[config.mk]
export PLATFORM = sky130hd
export DESIGN_NAME = class_vote_aggregator_flat
export DESIGN_NICKNAME = d
export VERILOG_FILES = /design/src/rtl/class_vote_aggregator_if.sv /design/src/rtl/class_vote_aggregator.sv /design/src/flat_wrapper.sv
export SDC_FILE = /design/constraint.sdc
export NUM_CORES = 1
export LEC_CHECK = 0
export ABC_AREA = 1
export BUFFER_PORTS_ARGS = -buffer_cell sky130_fd_sc_hd__buf_2
export CORE_MARGIN = 10
export CORE_UTILIZATION = 47
export DETAILED_ROUTE_END_ITERATION = 10
export PLACE_DENSITY_LB_ADDON = 0.08
export SYNTH_ARGS = -nofsm -noshare
export SYNTH_HDL_FRONTEND = slang
export SYNTH_SLANG_ARGS = --single-unit
[constraint.sdc]
create_clock -name clk -period 22.8 [get_ports clk]
set_input_delay 2.28 -clock clk [delete_from_list [all_inputs] [get_ports clk]]
set_output_delay 2.28 -clock clk [all_outputs]
set_load 0.005 [all_outputs]
[src/rtl/class_vote_aggregator_if.sv]
// Handshake/bus bundle between the FC classifier output stage and the vote aggregator.
interface class_vote_aggregator_if #(
  parameter int unsigned NUM_CLASSES = 3,
  parameter int unsigned SCORE_WIDTH = 32,
  parameter int unsigned CNT_WIDTH   = 16
);
  localparam int unsigned CODE_W = $clog2(NUM_CLASSES + 1);

  logic                               en;
  logic                               valid_in;
  logic [NUM_CLASSES*SCORE_WIDTH-1:0] scores_in;
  logic                               bias_next;
  logic [CODE_W-1:0]                  bias_sel;
  logic                               decision_valid;
  logic [CODE_W-1:0]                  class_code;
  logic [CNT_WIDTH-1:0]               win_votes;

  modport master (
    output en, valid_in, scores_in, bias_next,
    input  bias_sel, decision_valid, class_code, win_votes
  );

  modport slave (
    input  en, valid_in, scores_in, bias_next,
    output bias_sel, decision_valid, class_code, win_votes
  );
endinterface

[src/rtl/class_vote_aggregator.sv]
// Temporal argmax voter: tallies biased per-class votes over a fixed window and publishes the winner.
// Optional VOTE_HYST_EN: a class code must win two consecutive windows before class_code changes.
module class_vote_aggregator #(
  parameter int unsigned NUM_CLASSES = 3,
  parameter int unsigned SCORE_WIDTH = 32,
  parameter int unsigned CNT_WIDTH   = 16,
  parameter int unsigned TIMER_WIDTH = 32,
  parameter int unsigned VOTE_PERIOD = 25000000,
  parameter int unsigned MIN_VOTES   = 1,
  parameter int          BIAS_STEP   = 20
) (
  input  logic                    clk,
  input  logic                    rst,
  class_vote_aggregator_if.slave  bus
);
  localparam int unsigned CODE_W = $clog2(NUM_CLASSES + 1);
  localparam int unsigned SX_W   = SCORE_WIDTH + 1;
  localparam int unsigned TOT_W  = CNT_WIDTH + 3;

  localparam logic signed [SX_W-1:0]  BIAS_X  = SX_W'(BIAS_STEP);
  localparam logic [TIMER_WIDTH-1:0]  LAST_T  = TIMER_WIDTH'(VOTE_PERIOD - 1);
  localparam logic [CNT_WIDTH-1:0]    CNT_MAX = '1;
  localparam logic [TOT_W-1:0]        TOT_MAX = '1;
  localparam logic [TOT_W-1:0]        MIN_T   = TOT_W'(MIN_VOTES);

  logic [TIMER_WIDTH-1:0]   timer_q;
  logic [CNT_WIDTH-1:0]     cnt_q [NUM_CLASSES];
  logic [CNT_WIDTH-1:0]     cnt_d [NUM_CLASSES];
  logic [TOT_W-1:0]         total_q, total_d;
  logic [CODE_W-1:0]        bias_sel_q;
  logic                     decision_valid_q;
  logic [CODE_W-1:0]        class_code_q;
  logic [CNT_WIDTH-1:0]     win_votes_q;

  logic signed [SX_W-1:0]   biased_c [NUM_CLASSES];
  logic signed [SX_W-1:0]   best_c;
  logic [CODE_W-1:0]        vote_idx_c, win_idx_c, code_c;
  logic [CNT_WIDTH-1:0]     win_cnt_c;
  logic                     vote_c, close_c;

`ifdef VOTE_HYST_EN
  logic [CODE_W-1:0]        cand_q;
`endif

  assign vote_c  = bus.en && bus.valid_in;
  assign close_c = bus.en && (timer_q == LAST_T);

  // Sign-extend, apply the selected bias, strict-greater argmax so ties keep the lowest index
  always_comb begin
    best_c     = '0;
    vote_idx_c = '0;
    for (int k = 0; k < int'(NUM_CLASSES); k++) begin
      biased_c[k] = $signed({bus.scores_in[k*SCORE_WIDTH + SCORE_WIDTH - 1],
                             bus.scores_in[k*SCORE_WIDTH +: SCORE_WIDTH]});
      if (bias_sel_q == CODE_W'(k + 1)) begin
        biased_c[k] = biased_c[k] + BIAS_X;
      end
      if (k == 0 || biased_c[k] > best_c) begin
        best_c     = biased_c[k];
        vote_idx_c = CODE_W'(k);
      end
    end
  end

  // Saturating per-class counts; the total only moves when a count actually moves
  always_comb begin
    total_d = total_q;
    for (int k = 0; k < int'(NUM_CLASSES); k++) begin
      cnt_d[k] = cnt_q[k];
      if (vote_c && vote_idx_c == CODE_W'(k) && cnt_q[k] != CNT_MAX) begin
        cnt_d[k] = cnt_q[k] + CNT_WIDTH'(1);
        if (total_q != TOT_MAX) begin
          total_d = total_q + TOT_W'(1);
        end
      end
    end
  end

  // Winner over the counts including this cycle's vote
  always_comb begin
    win_idx_c = '0;
    win_cnt_c = cnt_d[0];
    for (int k = 1; k < int'(NUM_CLASSES); k++) begin
      if (cnt_d[k] > win_cnt_c) begin
        win_cnt_c = cnt_d[k];
        win_idx_c = CODE_W'(k);
      end
    end
    code_c = (total_d < MIN_T) ? '0 : win_idx_c + CODE_W'(1);
  end

  always_ff @(posedge clk) begin
    if (rst) begin
      timer_q          <= '0;
      total_q          <= '0;
      bias_sel_q       <= '0;
      decision_valid_q <= 1'b0;
      class_code_q     <= '0;
      win_votes_q      <= '0;
      for (int k = 0; k < int'(NUM_CLASSES); k++) cnt_q[k] <= '0;
`ifdef VOTE_HYST_EN
      cand_q           <= '0;
`endif
    end else begin
      if (bus.bias_next) begin
        bias_sel_q <= (bias_sel_q == CODE_W'(NUM_CLASSES)) ? '0 : bias_sel_q + CODE_W'(1);
      end
      decision_valid_q <= close_c;
      if (close_c) begin
        timer_q     <= '0;
        total_q     <= '0;
        for (int k = 0; k < int'(NUM_CLASSES); k++) cnt_q[k] <= '0;
        win_votes_q <= (total_d < MIN_T) ? '0 : win_cnt_c;
`ifdef VOTE_HYST_EN
        if (code_c == cand_q) class_code_q <= code_c;
        cand_q <= code_c;
`else
        class_code_q <= code_c;
`endif
      end else if (bus.en) begin
        timer_q <= timer_q + TIMER_WIDTH'(1);
        total_q <= total_d;
        for (int k = 0; k < int'(NUM_CLASSES); k++) cnt_q[k] <= cnt_d[k];
      end
    end
  end

  assign bus.bias_sel       = bias_sel_q;
  assign bus.decision_valid = decision_valid_q;
  assign bus.class_code     = class_code_q;
  assign bus.win_votes      = win_votes_q;
endmodule

[src/flat_wrapper.sv]
// flat-port wrapper written by rule: the top's interface ports become plain ports
module class_vote_aggregator_flat 
#(
  parameter int unsigned NUM_CLASSES = 3,
  parameter int unsigned SCORE_WIDTH = 32,
  parameter int unsigned CNT_WIDTH   = 16,
  parameter int unsigned TIMER_WIDTH = 32,
  parameter int unsigned VOTE_PERIOD = 25000000,
  parameter int unsigned MIN_VOTES   = 1,
  parameter int          BIAS_STEP   = 20
)
  (clk, rst, bus_en, bus_valid_in, bus_scores_in, bus_bias_next, bus_bias_sel, bus_decision_valid, bus_class_code, bus_win_votes);
  class_vote_aggregator_if #(.NUM_CLASSES(NUM_CLASSES), .SCORE_WIDTH(SCORE_WIDTH), .CNT_WIDTH(CNT_WIDTH)) bus_i ();
  input  logic clk;
  input  logic rst;
  input wire logic [$bits(bus_i.en)-1:0] bus_en;
  input wire logic [$bits(bus_i.valid_in)-1:0] bus_valid_in;
  input wire logic [$bits(bus_i.scores_in)-1:0] bus_scores_in;
  input wire logic [$bits(bus_i.bias_next)-1:0] bus_bias_next;
  output wire logic [$bits(bus_i.bias_sel)-1:0] bus_bias_sel;
  output wire logic [$bits(bus_i.decision_valid)-1:0] bus_decision_valid;
  output wire logic [$bits(bus_i.class_code)-1:0] bus_class_code;
  output wire logic [$bits(bus_i.win_votes)-1:0] bus_win_votes;
  assign bus_i.en = bus_en;
  assign bus_i.valid_in = bus_valid_in;
  assign bus_i.scores_in = bus_scores_in;
  assign bus_i.bias_next = bus_bias_next;
  assign bus_bias_sel = bus_i.bias_sel;
  assign bus_decision_valid = bus_i.decision_valid;
  assign bus_class_code = bus_i.class_code;
  assign bus_win_votes = bus_i.win_votes;
  class_vote_aggregator #(.NUM_CLASSES(NUM_CLASSES), .SCORE_WIDTH(SCORE_WIDTH), .CNT_WIDTH(CNT_WIDTH), .TIMER_WIDTH(TIMER_WIDTH), .VOTE_PERIOD(VOTE_PERIOD), .MIN_VOTES(MIN_VOTES), .BIAS_STEP(BIAS_STEP)) u_core (.clk(clk), .rst(rst), .bus(bus_i));
endmodule
==> out/qor.yml <==
run_status:
  status: "finished clean"
layout:
  synthToLayoutAreaGrowth_pct: 12.7
  nFillCells: 2406
  drive_gt1_frac: 0.109
  layout_commonest_cell: "nand2_1"
  most-common-layout-cells: "390 x nand2_1, 240 x nor2_1, 233 x inv_1"
  nNetsFinal: 2056
  seqCellArea_um2: 2880
  multi_input_area_um2: 7680
logic_synthesis:
  syn_area_per_cell_um2: 6.68
  synth-edff-count: 48
  synth_compound_area_frac: 0.0771
  synth.mux.area_fraction: 0.000862
  synth-xor-area-share: 0.101
  synth_cell_types: 54
  synth_top_flop_cell: "dfxtp_1"
  syn_inst: 1738
  yosys_warnings: 0
  synthesis.area_um2: 11600
  synth_seq_cells: 120
  ys_async_sr_fraction: 0
  synth-simple-area-share: 0.368
  synth_nets: 1944
  synthAdderAreaFrac: 0.113
  synth_top_family_by_area: "simple AND/OR/NAND/NOR gates"
  yosysSeqAreaShare: 0.248
hold_path:
  holdCritPathClass: "register to register"
global_route:
  antenna_found_initial: 2
  grt-ovfl-total: 0
  grt_util_all_layers: 0.202
  grt_pass1_wl_um: 52400
  grt_max_degree: 68
  grt_pass1_vias: 10600
clock_network:
  cts_resized: 0
  cts_setup_buffers: 0
  cts-htree-levels: 4
  cts.sinks: 120
  cts_hold_buf: 0
  cts_max_path_buffers: 2
  numCtsBuffers: 17
  root_buffer: "clkbuf_16"
  cts.reportedPaths.clkPinSlew_ns: 0.06
  cts_tree: "yes"
  clk_latency_ns: 0.42
setup_path:
  cp_slowest_cell: "a2111oi_0"
  path_delay_family: "simple AND/OR/NAND/NOR gates"
  cp.required_ns: 23.11
  cp_common_cell: "nand2_1"
  start_kind: "primary input"
  critical_path_class: "primary input to register"
  end_kind: "register"
  slowest_delay_ns: 0.73
  crit_buf_inv: 6
  path_max_fanout: 67
  crit_arrival_ns: 15.08
sta:
  skew_ns: 0.0181
  finalSetupTns_ns: 0
  setup-violations-final: 0
  rsz0062_at_grt: "no"
  drv_slew: 0
  timing.slew.headroom: 0.270
  worst_slew_pin_slew_ns: 1.08
  fmax_mhz: 67.7
  min_period_over_period: 0.648
  hold_viol: 0
  min_period_ns: 14.76
  holdWs_ns: 0.447
detailed_routing:
  via_per_inst: 5.19
  routed_wl_um: 32000
  num_vias: 11400
  drtIter0Drc: 803
  post-route-drc-count: 0
  postRouteAntennaNets: 0
  drt_pass1_iterations: 6
  wl_per_cell_um: 14.6
die:
  dieWidth_um: 177
  dieHeight_um: 177
  io_pins: 122
  rows: 57
  coreArea_um2: 24300
  die_area_um2: 31400
  start_util: 0.478
pwr:
  powerDensity_nw_per_um2: 54.5
  total_power_uw: 713
  power_leakage_nw: 6.16
  peakVddDrop_v: 0.0000498
job:
  cap_violations: 0
placement:
  gp_routability_congestion: 0.937
  io_buffers: 121
  place_hpwl_um: 26100
-- metal layers --
layer,track usage,vias to the layer above,wire (um)
li1,-,5923,-
met3,0.0297,20,1640
met5,0,-,0
met4,0.0364,0,282
met1,0.287,5142,15900
met2,0.319,274,14200
-- cell type report --
type / instances / area share
Multi-Input combinational cell: 1349 / 0.586
Sequential cell: 120 / 0.220
Inverter: 238 / 0.0682
Timing Repair Buffer: 124 / 0.0480
Clock buffer: 22 / 0.0403
Tap cell: 324 / 0.0310
Clock inverter: 10 / 0.00564
Antenna cell: 1 / 0.000191
-- per-stage QoR --
step                      std cells  setup WS, ns  area (um2)  utilization
final                          2188          8.04       13100        0.538
after global routing           2188          7.00       13100        0.538
after CTS                      2187          8.43       13100        0.538
after detailed placement       2155          8.13       12500        0.513
after global placement         2155          8.49       12500        0.513
after floorplan                1738         11.48       11600            -
-- cell families (layout without fill, tap and decap cells) --
kind of cell / count (synthesis) / in the layout
buffers and inverters: 269 / 394
xor gates and xnor gates: 134 / 134
and+or+nand+nor: 945 / 945
AOI/OAI and AO/OA: 164 / 164
muxes: 1 / 1
DFF: 120 / 120
other: 0 / 1
adders and majority gates: 105 / 105
-- Yosys cell counts, types with 4 or more instances --
master / count / area (um2)
xor2_1: 105 / 920
o21ai_0: 62 / 310
nor2_4: 4 / 45.0
inv_2: 5 / 18.8
nor4_1: 24 / 150
or2_2: 8 / 50.1
edfxtp_1: 48 / 1440
nand2_4: 6 / 67.6
buf_6: 5 / 56.3
inv_1: 233 / 875
o21a_1: 4 / 30.0
and3_1: 5 / 31.3
nand3_1: 103 / 515
nor3b_1: 6 / 45.0
nor2_1: 240 / 901
ha_1: 105 / 1310
dfxtp_1: 72 / 1440
nand2_1: 391 / 1470
clkbuf_1: 21 / 78.8
nand3b_1: 6 / 45.0
nand3_2: 4 / 40.0
nor3_1: 56 / 280
and2_1: 15 / 93.8
a211oi_1: 4 / 30.0
xnor2_1: 29 / 254
nand2_2: 9 / 56.3
a21oi_1: 66 / 330
o21ai_1: 7 / 35.0
nand4_1: 56 / 350
a21o_1: 4 / 30.0
-- where the power goes --
| group | total, mW | leakage, nW | internal, mW | switching (mW) |
|---|---|---|---|---|
| Combinational | 0.202 | 4.74 | 0.0714 | 0.131 |
| Sequential | 0.241 | 1.11 | 0.233 | 0.00797 |
| Clock | 0.271 | 0.300 | 0.166 | 0.105 |
| Total | 0.713 | 6.16 | 0.470 | 0.244 |
-- sequential cells by signal (all words and copies together), names as in the netlist --
name                       cells
u_core.total_q                19
u_core.bus.bias_sel            2
u_core.bus.win_votes          16
u_core.timer_q                32
u_core.cnt_q                  48
u_core.bus.decision_valid      1
u_core.bus.class_code          2
-- worst reg2reg max path, delay by kind of cell, from the launching register on --
family                   cells  cell delay [ns]
buffers and inverters        6             1.30
adder cells (fa/ha/maj)      5             1.55
AND/OR/NAND/NOR             38             8.29
XOR/XNOR                     2             0.35
flip-flops                   1             0.42
AO/OA/AOI/OAI                5             1.55
-- final timing paths --
kind | from | to | slack (ns) | depth (start not counted)
min reg2reg | u_core.bus.win_votes[12] | u_core.bus.win_votes[12] | 0.45 | 2
max | bus_scores_in[2] | u_core.bus.win_votes[1] | 8.04 | 56
min | u_core.bus.win_votes[12] | u_core.bus.win_votes[12] | 0.45 | 2
max reg2reg | u_core.bus.bias_sel[0] | u_core.bus.win_votes[1] | 9.23 | 56
(Power assumes the default switching activity.)
